File: src/rtl/tdc_defs.sv
// Shared definitions for the TDC-source -> byte-FIFO write path.
// Also consumed by the fake TDC source.
package tdc_defs;

  localparam int          TDC_BYTE_W     = 8;
  localparam int          TDC_DATA_BYTES = 3;
  localparam logic [15:0] TDC_STALL_MAX  = 16'd1000;

  typedef enum logic [1:0] {
    ST_IDLE     = 2'd0,
    ST_WRITE    = 2'd1,
    ST_DONE     = 2'd2,
    ST_WAIT_LOW = 2'd3
  } tdc_wr_state_e;

endpackage

File: src/rtl/tdc_fifo_writer.sv
// Latches one TDC measurement per wr_en request and pushes it MSB-first into the byte FIFO.
// Optional macro TDC_WR_SEQ_EN prefixes every frame with an 8-bit sequence byte.
module tdc_fifo_writer
  import tdc_defs::*;
#(
  parameter int          DATA_BYTES = TDC_DATA_BYTES,
  parameter logic [15:0] STALL_MAX  = TDC_STALL_MAX
) (
  input  logic                             clk,
  input  logic                             rst,
  input  logic                             wr_en,
  input  logic [DATA_BYTES*TDC_BYTE_W-1:0] tdc_data,
  input  logic                             fifo_full,
  output logic [TDC_BYTE_W-1:0]            fifo_din,
  output logic                             fifo_wr,
  output logic                             writing_done,
  output logic                             busy,
  output logic [15:0]                      drop_cnt
);

`ifdef TDC_WR_SEQ_EN
  localparam bit SEQ_EN = 1'b1;
`else
  localparam bit SEQ_EN = 1'b0;
`endif
  localparam int DW          = DATA_BYTES * TDC_BYTE_W;
  localparam int FRAME_BYTES = DATA_BYTES + (SEQ_EN ? 1 : 0);
  localparam int IDX_W       = $clog2(FRAME_BYTES + 1);
  localparam logic [IDX_W-1:0] LAST_IDX = IDX_W'(FRAME_BYTES - 1);

  tdc_wr_state_e    state_q, state_d;
  logic [DW-1:0]    shift_q, shift_d;
  logic [IDX_W-1:0] idx_q, idx_d;
  logic [15:0]      stall_q, stall_d;
  logic [15:0]      drop_q, drop_d;
`ifdef TDC_WR_SEQ_EN
  logic [7:0]       seq_q, seq_d;
`endif

  assign fifo_wr      = (state_q == ST_WRITE) && !fifo_full;
  assign writing_done = (state_q == ST_DONE);
  assign busy         = (state_q != ST_IDLE);
  assign drop_cnt     = drop_q;
`ifdef TDC_WR_SEQ_EN
  assign fifo_din     = (idx_q == '0) ? seq_q : shift_q[DW-1 -: TDC_BYTE_W];
`else
  assign fifo_din     = shift_q[DW-1 -: TDC_BYTE_W];
`endif

  always_comb begin
    state_d = state_q;
    shift_d = shift_q;
    idx_d   = idx_q;
    stall_d = stall_q;
    drop_d  = drop_q;
`ifdef TDC_WR_SEQ_EN
    seq_d   = seq_q;
`endif
    case (state_q)
      ST_IDLE: begin
        if (wr_en) begin
          shift_d = tdc_data;
          idx_d   = '0;
          stall_d = '0;
          state_d = ST_WRITE;
        end
      end
      ST_WRITE: begin
        if (!fifo_full) begin
          idx_d = idx_q + IDX_W'(1);
          // With the sequence byte enabled, byte 0 comes from seq_q and must not consume data.
          if (!SEQ_EN || idx_q != '0) shift_d = shift_q << TDC_BYTE_W;
          if (idx_q == LAST_IDX) begin
            state_d = ST_DONE;
`ifdef TDC_WR_SEQ_EN
            seq_d   = seq_q + 8'd1;
`endif
          end
        end else if (idx_q == '0) begin
          // Only a frame that has not started may be dropped; started frames wait forever.
          if (stall_q == STALL_MAX) begin
            if (drop_q != 16'hFFFF) drop_d = drop_q + 16'd1;
            state_d = ST_DONE;
          end else begin
            stall_d = stall_q + 16'd1;
          end
        end
      end
      ST_DONE:     state_d = wr_en ? ST_WAIT_LOW : ST_IDLE;
      ST_WAIT_LOW: if (!wr_en) state_d = ST_IDLE;
      default:     state_d = ST_IDLE;
    endcase
  end

  always_ff @(posedge clk) begin
    if (rst) begin
      state_q <= ST_IDLE;
      shift_q <= '0;
      idx_q   <= '0;
      stall_q <= '0;
      drop_q  <= '0;
`ifdef TDC_WR_SEQ_EN
      seq_q   <= '0;
`endif
    end else begin
      state_q <= state_d;
      shift_q <= shift_d;
      idx_q   <= idx_d;
      stall_q <= stall_d;
      drop_q  <= drop_d;
`ifdef TDC_WR_SEQ_EN
      seq_q   <= seq_d;
`endif
    end
  end

endmodule
File: config.mk
export PLATFORM = sky130hd
export DESIGN_NAME = tdc_fifo_writer
export DESIGN_NICKNAME = d
export VERILOG_FILES = /design/src/rtl/tdc_defs.sv /design/src/rtl/tdc_fifo_writer.sv
export SDC_FILE = /design/constraint.sdc
export NUM_CORES = 1
export LEC_CHECK = 0
export BUFFER_PORTS_ARGS = -buffer_cell sky130_fd_sc_hd__buf_4
export CAP_MARGIN = 30
export CORE_AREA = 2 2 85 87
export DETAILED_ROUTE_END_ITERATION = 12
export DIE_AREA = 0 0 87 89
export PLACE_DENSITY = 0.73
export SLEW_MARGIN = 30
export SYNTH_ARGS = -nofsm -noshare
export SYNTH_HDL_FRONTEND = slang
export SYNTH_SLANG_ARGS = --single-unit
File: constraint.sdc
create_clock -name clk -period 5.85 [get_ports clk]
set_clock_uncertainty 0.2 [all_clocks]
set_input_delay 0.2925 -clock clk [delete_from_list [all_inputs] [get_ports clk]]
set_output_delay 0.2925 -clock clk [all_outputs]
set_load 0.01 [all_outputs]
==> results of run 1 <==
-- cell usage in the layout (no fill, tap or decap), types with 5 or more instances in the layout --
cell and n:
a21oi_1 25, buf_4 55, or2_2 5, a22oi_1 8, nor2_1 47, clkbuf_8 9
nand2_1 52, ha_1 5, nand4_1 11, nand3_1 14, nor3_1 8, xnor2_1 6
o21ai_0 7, or3_1 12, dfxtp_1 60, a311oi_1 17, o21ai_1 6, inv_1 8
-- where the power goes --
part / internal (mW) / leakage (nW) / total [mW] / switching, mW
combinational: 0.0429 / 0.731 / 0.101 / 0.0581
clock: 0.282 / 0.117 / 0.445 / 0.163
sequential: 0.425 / 0.489 / 0.435 / 0.00989
total: 0.750 / 1.34 / 0.981 / 0.231
-- worst min-delay path: stages --
cell and delay [ps]:
buf_4 80, a22oi_1 60, nor2_1 80
-- routing by layer --
layer / GRT usage [%] / routed length, um / up-vias
met1: 24.39 / 3358 / 1286
met3: 4.247 / 406 / 12
met2: 29.77 / 3315 / 72
met4: 11.22 / 159 / 0
met5: 0 / 0 / -
li1: - / - / 1397
-- synthesized netlist by cell type, types with 2 or more instances --
master	count
buf_4	9
or4_1	4
nand2_1	52
and4_1	4
nand4_1	11
nor3_1	8
a22oi_1	8
or2_2	4
xor2_1	3
or2_1	2
and4b_1	2
a31oi_1	2
nor4_1	3
nor2b_1	4
o31ai_1	3
o21ai_1	6
nor2_1	47
nand3_1	14
ha_1	5
xnor2_1	6
clkbuf_1	12
dfxtp_1	60
or3_1	12
buf_2	6
a21oi_1	25
inv_1	8
nand4b_1	3
o21ai_0	7
a311oi_1	17
-- worst min path at each step --
| stage | start | end | slack (ps) | cells past startpoint |
|---|---|---|---|---|
| after floorplan | wr_en | state_q[0] | 230 | 2 |
| after global placement | idx_q[1] | idx_q[1] | 260 | 2 |
| after detailed placement | shift_q[9] | shift_q[17] | 270 | 2 |
| after CTS | tdc_data[2] | shift_q[2] | 1 | 3 |
| after global routing | tdc_data[4] | shift_q[4] | 10 | 3 |
| final | tdc_data[5] | shift_q[5] | 3 | 3 |
-- kinds of logic (layout without fill, tap and decap cells) --
family	count (synthesis)	after routing	share of synthesized area, %
flops	60	60	40.37
buf+inv	36	82	6.181
compound gates	72	72	15.73
fa+ha+maj	5	5	2.103
simple gates	182	182	32.13
mux	2	2	0.8409
xor+xnor	9	9	2.649
-- per-stage QoR --
stage          power, mW  util (%)  instances  setup WS (ps)  hold WS [ps]
3_3_place_gp      0.5402     49.63        473           3181         260.7
6_report          0.9806     53.56        492           3412         2.635
5_1_grt            1.019     53.56        492           3151         13.68
2_1_floorplan     0.5114         -        366           3861         228.5
4_1_cts           0.9855     53.52        492           2960         1.057
3_5_place_dp      0.5430     49.63        473           2992         268.0
-- sequential cells by signal, summed over array words and instances (netlist names) --
name / cells
state_q: 2
shift_q: 24
stall_q: 16
idx_q: 2
drop_cnt: 16
-- timing repair --
item | CTS | global route
setup buffers | 0 | 0
hold buffers | 3 | 0
hold endpoints to repair | 3 | 0
-- layout make-up --
type | instances | area share, %
inverter | 8 | 0.8345
multi-input combinational | 270 | 44.26
timing repair buffer | 58 | 12.31
sequential | 60 | 33.38
clock inverter | 5 | 2.782
tap | 80 | 2.782
clock buffer | 11 | 3.651
==> flow_summary_export.csv, run 1 <==
group,metric,value,unit
worst_setup_path,crit_start,"stall_q[0]",
die,floorplan.die.width,87,um
worst_setup_path,reg2regPathDepth,7,
cts,cts.sinks,60,
cts,insertion_delay,350,ps
timing,min_period,2438,ps
timing,worstMarginPinSlew,820.6,ps
finish,seq_area,1201,um^2
cts,cts_buffer_depth,2,
placement,io_buffer_count,54,
logic_synthesis,ys_types,48,
worst_setup_path,endpoint_kind,"register",
route,post_drt_wl_per_cell,14.71,um
worst_setup_path,cp_num_cells,7,
worst_setup_path,critPathBufInv,1,
cts,htreeDepth,3,
timing,slew_viol_final,0,
worst_setup_path,critPathRequiredTime,5920,ps
worst_setup_path,slowest_delay,570,ps
finish,antenna_cells,0,
die,placementRows,30,
run,maxCapViolCount,0,
grt,grt_usage,19.13,%
logic_synthesis,synth_top_area_share,40.37,%
grt,grt_pass1_vias,2553,
worst_setup_path,r2r-start,"stall_q[0]",
logic_synthesis,synth_nets,399,
worst_setup_path,r2r-end,"stall_q[9]",
cts,cts_root_buf,"clkbuf_8",
route,dr.pass1.iters,4,
die,die_area,7743,um^2
route,drt_iter0_drc,235,
finish,fin_nets,440,
worst_setup_path,r2r_setup_slack,3410,ps
grt,grt_pass1_wl,11.66,mm
logic_synthesis,ys_seq_area_share,40.37,%
cts,clk_pin_slew,70,ps
timing,fin_crit_sh,41.67,%
worst_setup_path,slowest_stage,"o21ai_1",
timing,timing.setup.tns,0,ps
worst_setup_path,path_max_fanout,12,
logic_synthesis,synth_edf_count,0,
finish,fin_area,3598,um^2
worst_setup_path,crit_chain,"inv_1 > ha_1 > nor4b_4 > nand4_1 > o21ai_1 > o21ai_0 > a21oi_1",
route,routed_via_density,5.624,
finish,multi_input_area,1593,um^2
worst_setup_path,worst_setup_path_start_kind,"register",
die,ios,55,
route,drc,0,
grt,antenna_found_initial,0,
die,core_area,6719,um^2
timing,final_hold_viol_count,0,
grt,gr-total-overflow,0,
route,vias,2767,
pwr,max-vdd-ir-drop,0.0001292,V
cts,post_cts_resized,0,
timing,rsz0062_at_grt,"no",
pwr,p_leak,1.337,nW
finish,drive_above_1_share,20.39,%
logic_synthesis,synth_seq_cells,60,
worst_setup_path,worstPathArrival,2510,ps
logic_synthesis,syn_area_per_cell,8.129,um^2
logic_synthesis,synth_area_leader_cell,"dfxtp_1",
hold_path,hp-class,"in -> reg",
timing,finalSetupViolations,0,
grt,grt_max_degree,58,
placement,dpl_cell_area,3334,um^2
pwr,power.density,272.5,nW/um^2
logic_synthesis,synth_area_leaders,"dfxtp_1 (40%), nand2_1 (6.6%), nor2_1 (5.9%)",
timing,max-slew-margin-rel,45.05,%
route,antenna_left,0,
timing,fmax,410.2,MHz
die,die_h,89,um
route,routed_wl,7.239,mm
logic_synthesis,synth_warnings,0,
logic_synthesis,postSynth.topFlopCell,"dfxtp_1",
worst_setup_path,path_class,"reg -> reg",
logic_synthesis,netlist_area,2975,um^2
finish,fill_cells,639,
worst_setup_path,path_delay_family,"compound AO/OA/AOI/OAI gates",
die,start_util,44.28,%
cts,cts_tree,"yes",
status,outcome,"finished clean",
logic_synthesis,synth-async-reset-ratio,0,%
logic_synthesis,synthCells,366,
worst_setup_path,critPathCapture,"stall_q[9]",
placement,globalplace.congestion,0.8868,
cts,numCtsBuffers,9,
placement,dp_hpwl,4.988,mm
finish,area_growth,20.94,%
No activity file was read; power rests on OpenSTA's default activity.
==> inputs of run 2 (changes only) <==
Clock period 5.85 ns to 2.53 ns, I/O delays scaled along.
==> flow_summary_export.csv, run 2 (synthesized netlist as in run 1, its figures left out) <==
group,metric,value,unit
status,outcome,"finished clean",
cts,cts_tree,"yes",
worst_setup_path,r2r-start,"stall_q[6]",
finish,final_common_cell,"buf_4",
die,start_util,44.28,%
finish,area_growth,29.31,%
finish,drive_above_1_share,20.36,%
grt,grt_pass1_wl,11.96,mm
finish,instances_no_fill,522,
worst_setup_path,slowest_stage,"dlygate4sd3_1",
hold_path,hold_depth,2,
worst_setup_path,worstPathArrival,2350,ps
route,post_drt_wl_per_cell,14.39,um
die,die_area,7743,um^2
timing,slew_viol_final,0,
cts,cts_buffer_depth,2,
worst_setup_path,worst_setup_path_start_kind,"register",
worst_setup_path,path_max_fanout,11,
finish,fill_cells,598,
cts,post_cts_buffers,0,
timing,finalSetupViolations,0,
grt,grt_usage,19.67,%
worst_setup_path,slowest_delay,590,ps
finish,antenna_cells,0,
die,placementRows,30,
die,core_area,6719,um^2
grt,gr-total-overflow,0,
placement,dp.cells,480,
finish,mostFrequentLayoutCells,"buf_4 (62), dfxtp_1 (60), nand2_1 (52)",
route,dr.pass1.iters,4,
finish,fin_nets,471,
worst_setup_path,path_class,"reg -> reg",
worst_setup_path,r2r-end,"state_q[0]",
die,floorplan.die.width,87,um
grt,grt_pass1_vias,2505,
cts,post_cts_resized,0,
placement,io_buffer_count,54,
worst_setup_path,endpoint_kind,"register",
timing,rsz0062_at_grt,"no",
die,die_h,89,um
finish,largest_reg_flops,24,
worst_setup_path,reg2regPathDepth,6,
hold_path,min_to,"drop_cnt[9]",
grt,antenna_found_initial,0,
route,vias,2909,
route,routed_via_density,5.573,
timing,timing.setup.tns,0,ps
pwr,max-vdd-ir-drop,0.0002619,V
route,antenna_left,0,
worst_setup_path,r2r_setup_slack,200,ps
placement,dp_hpwl,4.960,mm
cts,clk_pin_slew,70,ps
timing,min_period,2328,ps
cts,numCtsBuffers,9,
die,ios,55,
route,drt_iter0_drc,174,
grt,grt_max_degree,58,
timing,fin_crit_sh,92.01,%
pwr,power.density,551.9,nW/um^2
hold_path,hp-class,"in -> reg",
run,maxCapViolCount,0,
route,routed_wl,7.513,mm
cts,cts_root_buf,"clkbuf_8",
cts,insertion_delay,340,ps
timing,max-slew-margin-rel,59.63,%
cts,htreeDepth,3,
cts,cts.sinks,60,
finish,top_register,"shift_q",
worst_setup_path,critPathRequiredTime,2550,ps
worst_setup_path,crit_chain,"and4_1 > nand4_1 > buf_4 > o221ai_1 > a21oi_1 > dlygate4sd3_1",
pwr,p_leak,1.452,nW
hold_path,min_from,"rst",
placement,globalplace.congestion,0.8893,
timing,fmax,429.6,MHz
timing,final_hold_viol_count,0,
route,drc,0,
timing,worstMarginPinSlew,605.5,ps
## run 2: cell count changes in the layout (fill, tap and decap cells not counted), sizes merged
cell         change
clkinv           +1
buf              +7
bufinv           -2
clkbuf           -1
clkinvlp         +1
dlygate4sd3     +24
## run 2: timing repair
action | CTS | global route
hold buffers | 27 | 0
hold endpoints to repair | 27 | 0
setup endpoints to repair | 0 | 0
## run 2: worst max path at each step
| stage | slack, ps | start | depth (start not counted) | end |
|---|---|---|---|---|
| after floorplan | 540 | drop_cnt[0] | 7 | drop_cnt[1] |
| after global placement | 380 | idx_q[0] | 7 | drop_cnt[13] |
| after detailed placement | 300 | idx_q[0] | 7 | drop_cnt[13] |
| after CTS | 240 | stall_q[6] | 6 | state_q[0] |
| after global routing | 100 | stall_q[0] | 8 | state_q[0] |
| final | 200 | stall_q[6] | 6 | state_q[0] |
## run 2: metal layers
| metal | global-route usage [%] | routed length [um] | vias up | share of wire, % |
|---|---|---|---|---|
| li1 | - | - | 1457 | - |
| met1 | 26.29 | 3447 | 1354 | 46 |
| met2 | 29.35 | 3492 | 88 | 46 |
| met3 | 4.801 | 436 | 10 | 5.8 |
| met4 | 10.51 | 136 | 0 | 1.8 |
| met5 | 0 | 0 | - | 0 |
## run 2: power breakdown
| part | internal, mW | switching (mW) | leakage (nW) | total, mW |
|---|---|---|---|---|
| logic | 0.133 | 0.139 | 0.865 | 0.272 |
| registers | 0.983 | 0.0240 | 0.489 | 1.01 |
| clock network | 0.470 | 0.374 | 0.0979 | 0.844 |
| total | 1.59 | 0.537 | 1.45 | 2.12 |
## run 2: metrics by stage
step                setup slack, ps  hold slack (ps)  power, mW  utilization [%]  instance area, um^2
floorplan                     540.6            62.55      1.182                -                 2975
global placement              378.3            177.5      1.261            50.41                 3387
detailed placement            297.0            187.0      1.263            50.41                 3387
CTS                           243.3            57.58      2.138            57.26                 3847
global route                  100.4            80.99      2.214            57.26                 3847
finish                        202.2            66.62      2.123            57.26                 3847
## run 2: layout make-up
| class | count | area (um^2) | area share, % |
|---|---|---|---|
| Multi-Input combinational cell | 270 | 1590 | 41.33 |
| Inverter | 8 | 30.03 | 0.7805 |
| Tap cell | 80 | 100.1 | 2.602 |
| Sequential cell | 60 | 1201 | 31.22 |
| Timing Repair Buffer | 89 | 735.7 | 19.12 |
| Clock inverter | 5 | 52.55 | 1.366 |
| Clock buffer | 10 | 137.6 | 3.577 |
## run 2: critical path, delay by kind of cell (launching register included)
kind	cells	cell delay [ps]
buf+inv	2	810
simple gates	2	490
compound gates	2	240
flops	1	460
